==> config.mk <==
export PLATFORM = sky130hd
export DESIGN_NAME = debug_mem_dumper
export DESIGN_NICKNAME = d
export VERILOG_FILES = /design/src/rtl/debug_mem_dumper_pkg.sv /design/src/rtl/debug_mem_dumper.sv
export SDC_FILE = /design/constraint.sdc
export NUM_CORES = 1
export LEC_CHECK = 0
export ABC_AREA = 1
export BUFFER_PORTS_ARGS = -buffer_cell sky130_fd_sc_hd__buf_2
export CAP_MARGIN = 20
export CORE_MARGIN = 2
export CORE_UTILIZATION = 35
export DETAILED_ROUTE_END_ITERATION = 6
export GPL_TIMING_DRIVEN = 0
export PLACE_DENSITY = 0.57
export REMOVE_ABC_BUFFERS = 1
export SYNTH_ARGS = -nofsm -noshare
export SYNTH_HDL_FRONTEND = slang
export SYNTH_SLANG_ARGS = --single-unit
==> constraint.sdc <==
create_clock -name clk -period 2.9 [get_ports clk]
set_clock_uncertainty 0.2 [all_clocks]
set_input_delay 0.145 -clock clk [delete_from_list [all_inputs] [get_ports clk]]
set_output_delay 0.145 -clock clk [all_outputs]
set_load 0.03 [all_outputs]
==> src/rtl/debug_mem_dumper_pkg.sv <==
// Shared definitions for the debug memory dump path: FSM encoding and
// byte-lane helpers used to serialise memory words to the debug UART.
package debug_mem_dumper_pkg;

  typedef enum logic [2:0] {
    ST_IDLE    = 3'd0,
    ST_REQ     = 3'd1,
    ST_WAIT    = 3'd2,
    ST_SEND    = 3'd3,
    ST_WAIT_TX = 3'd4,
    ST_DONE    = 3'd5
  } state_t;

  localparam int BYTE_W         = 8;
  localparam int DATA_W_DEFAULT = 32;
  localparam int BYTES_PER_WORD = DATA_W_DEFAULT / BYTE_W;

  function automatic int bytes_per_word(input int data_w);
    return data_w / BYTE_W;
  endfunction

  // Byte index needs at least one bit even for single-byte words.
  function automatic int byte_idx_w(input int data_w);
    return (data_w / BYTE_W > 1) ? $clog2(data_w / BYTE_W) : 1;
  endfunction

endpackage

==> src/rtl/debug_mem_dumper.sv <==
// Walks the whole data memory through its debug read port and streams each
// word MSB-byte-first to the debug UART transmitter.
module debug_mem_dumper
  import debug_mem_dumper_pkg::*;
#(
  parameter int DEPTH  = 32,
  parameter int ADDR_W = 32,
  parameter int DATA_W = 32
) (
  input  logic              clk,
  input  logic              rst,
  input  logic              dump_start,
  input  logic              dump_abort,
  output logic              dbg_on,
  output logic [ADDR_W-1:0] dbg_addr,
  input  logic [DATA_W-1:0] dbg_data,
  output logic              tx_start,
  output logic [7:0]        tx_data,
  input  logic              tx_done,
  output logic              busy,
  output logic              dump_done
);

  localparam int                BPW       = bytes_per_word(DATA_W);
  localparam int                BIW       = byte_idx_w(DATA_W);
  localparam logic [BIW-1:0]    LAST_BYTE = BIW'(BPW - 1);
  localparam logic [ADDR_W-1:0] LAST_ADDR = ADDR_W'(DEPTH - 1);

  state_t            state;
  logic [BIW-1:0]    byte_cnt;
  logic [DATA_W-1:0] word_sh;

  always_ff @(posedge clk) begin
    tx_start  <= 1'b0;
    dump_done <= 1'b0;
    if (rst) begin
      state    <= ST_IDLE;
      dbg_on   <= 1'b0;
      dbg_addr <= '0;
      byte_cnt <= '0;
      tx_data  <= '0;
      busy     <= 1'b0;
    end else if (dump_abort && state != ST_IDLE) begin
      // An in-flight byte finishes in the transmitter; its ack lands in IDLE.
      state    <= ST_IDLE;
      dbg_on   <= 1'b0;
      dbg_addr <= '0;
      byte_cnt <= '0;
      busy     <= 1'b0;
    end else begin
      unique case (state)
        ST_IDLE: begin
          if (dump_start && !dump_abort) begin
            state    <= ST_REQ;
            dbg_on   <= 1'b1;
            busy     <= 1'b1;
            dbg_addr <= '0;
            byte_cnt <= '0;
          end
        end
        ST_REQ: state <= ST_WAIT;
        ST_WAIT: begin
          // Capture the word and launch its top byte on the same edge.
          word_sh  <= dbg_data << BYTE_W;
          tx_data  <= dbg_data[DATA_W-1 -: 8];
          tx_start <= 1'b1;
          state    <= ST_SEND;
        end
        ST_SEND: state <= ST_WAIT_TX;
        ST_WAIT_TX: begin
          if (tx_done) begin
            if (byte_cnt != LAST_BYTE) begin
              byte_cnt <= byte_cnt + 1'b1;
              tx_data  <= word_sh[DATA_W-1 -: 8];
              word_sh  <= word_sh << BYTE_W;
              tx_start <= 1'b1;
              state    <= ST_SEND;
            end else if (dbg_addr == LAST_ADDR) begin
              state     <= ST_DONE;
              dump_done <= 1'b1;
              dbg_on    <= 1'b0;
              dbg_addr  <= '0;
              byte_cnt  <= '0;
            end else begin
              dbg_addr <= dbg_addr + 1'b1;
              byte_cnt <= '0;
              state    <= ST_REQ;
            end
          end
        end
        ST_DONE: begin
          state <= ST_IDLE;
          busy  <= 1'b0;
        end
        default: begin
          state  <= ST_IDLE;
          dbg_on <= 1'b0;
          busy   <= 1'b0;
        end
      endcase
    end
  end

endmodule

Yosys cells after proc, flatten, opt, wreduce, memory -nomap -nowiden. Cells that the tools add are included.

Register bits: 81. Bits of input ports: 37. Output and inout bits: 44. Word-level logic and storage cells: 77.

$add $sub $neg: 2. Eq/ne operators: 12. Multiplexer cells: 30. Bitwise gates (word level): 6. Reduce and logical (&&, ||, !) cells: 18.

Operators by type and width (number): 32-bit 2-to-1 mux (6); 32-bit one-hot mux with 2 select lines (2); 32-bit by 1-bit adder with 32-bit output, second input constant (1); 32-bit by 5-bit == test with 1-bit output, second input constant (1); 8-bit 2-to-1 mux (2); 8-bit one-hot mux with 2 select lines (1); 3-bit one-hot mux with 5 select lines (1); 3-bit 2-to-1 mux (4); 2-bit != test, second input constant (6); 5-bit AND reduction (2); 4-bit AND reduction (2); 4-bit OR reduction (2); 1-bit 2-to-1 mux (7); 3-bit by 2-bit == test with 1-bit output, second input constant (2); 3-bit == test, second input constant (2); 2-bit 2-to-1 mux (3); 1-bit NOT (6); 5-bit OR reduction (1); 1-bit one-hot mux with 2 select lines (2); 2-bit one-hot mux with 2 select lines (1); 2-bit AND reduction (2); 2-bit nonzero test (2); 3-bit by 1-bit == test with 1-bit output, second input constant (1); 3-bit zero test (1); 7 further kinds (8).

Longest topological paths before layout.
Depth in word-level cells: 5. Mapped depth: 13. Depth with buffers taken out: 11.

Least setup slack after synthesis. No wires, ideal clock.

Kind: register to register. From: register state[1]. To: register word_sh[10], enable pin. Library setup time: 0.405 ns. Arrival time: 2.044 ns. Required time: 2.295 ns. Setup slack: 0.251 ns. Stages on the path, launching flop included: 9. Buffers on the path: 1. Clock period less this slack: 2.649 ns. Path through: dfxtp_1 -> inv_2 -> nand2_1 -> nor2_2 -> inv_1 -> nand2_1 -> nand3_1 -> buf_2 -> nor2_1.

Cells in the longest elaborated chain, start to end: 4. Elaborated cells on any way between the ends: 9. Classes of those cells: 4 x eq/ne; 1 x bitwise; 4 x reduce/logical.

Ends and longest elaborated chain: start: declaration (line debug_mem_dumper.sv:29) `state_t state;`; start signal: assignment (line debug_mem_dumper.sv:37) `state <= ST_IDLE;`; start signal: assignment (line debug_mem_dumper.sv:45) `state <= ST_IDLE;`; start signal: assignment (line debug_mem_dumper.sv:54) `state <= ST_REQ;`; branches (longest 3 deep; another with 3-bit == test); 5-bit AND reduction (no line) (*); end signal: assignment (line debug_mem_dumper.sv:64) `word_sh <= dbg_data << BYTE_W;`; end signal: assignment (line debug_mem_dumper.sv:75) `word_sh <= word_sh << BYTE_W;`; end: declaration (line debug_mem_dumper.sv:31) `logic [DATA_W-1:0] word_sh;`.

Mark *: on every way between the ends. A chain may end at the register's enable or synchronous reset.

Worst setup path in the final report.
From: register state[0]. To: register dbg_addr[9].

Cells in the longest elaborated chain, start to end: 3. Elaborated cells on any way between the ends: 11. Classes of those cells: 4 x eq/ne; 1 x mux; 6 x reduce/logical.

Ends and longest elaborated chain: 3-bit == test (tied with other cells) (line debug_mem_dumper.sv:51) `unique case (state)`; 2-bit != test (no line) (tied with other cells); 4-bit AND reduction (no line) or 2-bit OR reduction (tied branches); end signal: assignment (line debug_mem_dumper.sv:85) `dbg_addr <= dbg_addr + 1'b1;`; end: declaration (line debug_mem_dumper.sv:15) `output logic [ADDR_W-1:0] dbg_addr,`.

Several ways; a longest one is shown, not always the timed one.

==> out/results.ini <==
[timing]
max_freq_mhz = 372.9
slew_viol_final = 0
setup_viol = 0
tns_ns = 0
slew-limit-headroom_pct = 58.21
worst_slack_ns = 0.2183
min_period_ns = 2.682
rsz0062_at_grt = no
post-route-period-util_pct = 92.47
worst_slew_pin_slew_ns = 0.6247
hold_viol_final = 0

[yosys]
synth-seq-cells = 73
synthDistinctLibCells = 31
synth_compound_area_share_pct = 3.939
synth_ff_type = dfxtp_1
yosysWarnings = 0
synth_mux_area_share_pct = 0
async_flop_share_pct = 0
ys_seq_area_share_pct = 43.55
synth-edff-count = 24
synth_cells = 562
synth_xor_area_share_pct = 2.241
yosys.area_share.simple_pct = 39.61
yosys.area_share.adder_pct = 0.6404
syn_area_per_cell_um2 = 6.953
syn-cell-area_um2 = 3907
synth_top_family_by_area = simple AND/OR/NAND/NOR gates

[placement]
port_buffers = 80
place_ws_ns = 0.1060
gp_congestion = 0.8963
place_hpwl_mm = 6.989

[power]
p_total_w = 0.002235
ir_worst_vdd_mv = 0.1749
pwr-share-clk_pct = 39.4
p_int_w = 0.001652
pwr-share-comb_pct = 12.0
p_sw_w = 0.0005825
p_per_area_nw_per_um2 = 451.5
p_leak_nw = 2.288
sequentialPowerShare_pct = 48.6
swShare_pct = 26.07

[die]
top_level_ports = 81
dieArea_um2 = 12030
initial_core_util_pct = 35.89
die_x_um = 109.7
core_area_um2 = 10890
die_h_um = 109.7
row_count = 38

[clock_network]
path_clk_slew_ns = 0.08
cts-root-to-sink-buffers = 2
h-tree-depth = 3
cts-root-buf = clkbuf_8
cts_tree = yes
cts.sinks = 73
clk_latency_ns = 0.35
cts-buffers-inserted = 9

[finish]
final_common_cell = nand2_1
finalNetCount = 710
areaGrowthSynthToFinish_pct = 26.67
final_layout_size_suffix_gt1_share_pct = 17.01
n_antenna_cell = 0
layout_common_cells = nand2_1 (177), nor2_1 (98), buf_2 (80)

[drt]
drt_wl_total_mm = 9.994
drt_iter0_markers = 166
wl_per_cell_um = 12.25
vias = 3756
vias_per_cell = 4.603
ant_nets = 0
drc = 0
drt_first_pass_iters = 4

[grt]
grt_usage_pct = 17.27
first_global_vias = 3464
antenna_found_initial = 0
grt_pass1_wl_mm = 16.10
grt_max_degree = 41
gr-total-overflow = 0

[setup_path]
cp-start-kind = flop
arrival_ns = 2.70
crit_type = flop to flop
critPathRequiredTime_ns = 2.91
end_kind = flop
crit_fanout = 40

[job]
maxCapViolCount = 0

[outcome]
status = finished clean

[worst_hold_path]
hold_class = input pin to flop

metal layers:
layer	up-vias	global-route usage (%)	part of all wire, %
met2	76	27.47	46
met5	-	0	0
met3	19	3.142	3.5
met1	1678	22.64	48
met4	0	8.228	2.2
li1	1983	-	-
power by group through the flow:
| stage | sequential, W | combinational (W) | clock, W |
|---|---|---|---|
| after floorplan | 0.00113 | 0.000133 | 0 |
| after global placement | 0.00111 | 0.000231 | 0 |
| after detailed placement | 0.00111 | 0.000234 | 0 |
| after CTS | 0.00109 | 0.000270 | 0.000906 |
| after global routing | 0.00109 | 0.000296 | 0.000950 |
| final | 0.00109 | 0.000269 | 0.000880 |
registers in the layout, indices dropped and copies added (netlist names):
signal / count
dbg_addr: 32
word_sh: 24
tx_data: 8
state: 3
byte_cnt: 2
busy: 1
dbg_on: 1
dump_done: 1
tx_start: 1
Yosys cell counts (5+ instances only):
library cell | instances | area [µm²]
inv_1 | 70 | 262.8
nand2_1 | 177 | 664.4
nand3_1 | 36 | 180.2
edfxtp_1 | 24 | 720.7
a21oi_1 | 10 | 50.05
nor2_1 | 99 | 371.6
buf_2 | 8 | 40.04
xor2_1 | 10 | 87.58
o21ai_0 | 15 | 75.07
nand4_1 | 21 | 131.4
nor3_1 | 10 | 50.05
buf_6 | 5 | 56.30
dfxtp_1 | 49 | 980.9
repair_timing:
| action | in CTS | in global routing |
|---|---|---|
| resized for setup | 0 | 1 |
| hold buffers | 34 | 0 |
| endpoints found under the setup margin | 0 | 13 |
| endpoints found under the hold margin | 35 | 0 |
| buffers inserted | 0 | 0 |
critical path, cell delays in order, from the launching register on:
cell	delay, ns
dfxtp_1	0.43
nor2_4	0.08
nand2_4	0.26
inv_4	0.24
nand2_4	0.14
nand2_4	0.09
nor2_8	0.40
nand2_2	0.10
nand2_2	0.48
nor2_1	0.12
final cells by class:
cell class	instances	area, µm²
Sequential cell	73	1702
Clock buffer	11	162.7
Fill cell	1123	5938
Timing Repair Buffer	115	755.7
Clock inverter	5	60.06
Tap cell	140	175.2
Inverter	72	272.8
Multi-Input combinational cell	400	1822
logic make-up after synthesis:
| family | Yosys count |
|---|---|
| AOI/OAI and AO/OA | 28 |
| and+or+nand+nor | 360 |
| adders and majority gates | 2 |
| xor gates and xnor gates | 10 |
| buffers and inverters | 89 |
| DFF | 73 |
metrics by stage:
| step | cells | utilization, % | hold WS [ns] | area [µm²] |
|---|---|---|---|---|
| after floorplan | 545 | - | 0.01738 | 3789 |
| after global placement | 765 | 40.08 | 0.1372 | 4364 |
| after detailed placement | 766 | 40.24 | 0.1493 | 4382 |
| after CTS | 816 | 45.41 | 0.04790 | 4945 |
| after global routing | 816 | 45.46 | 0.07249 | 4950 |
| final | 816 | 45.46 | 0.05600 | 4950 |
final timing paths:
| kind | start | endpoint | slack (ns) | cells after the start |
|---|---|---|---|---|
| setup / recovery | state[0] | dbg_addr[9] | 0.22 | 9 |
| hold / removal | dump_start | dbg_on | 0.06 | 5 |
| setup reg to reg | state[0] | dbg_addr[9] | 0.22 | 9 |
| hold reg to reg | dbg_on | dbg_on | 0.27 | 2 |
Power figures use the tool's default switching activity.
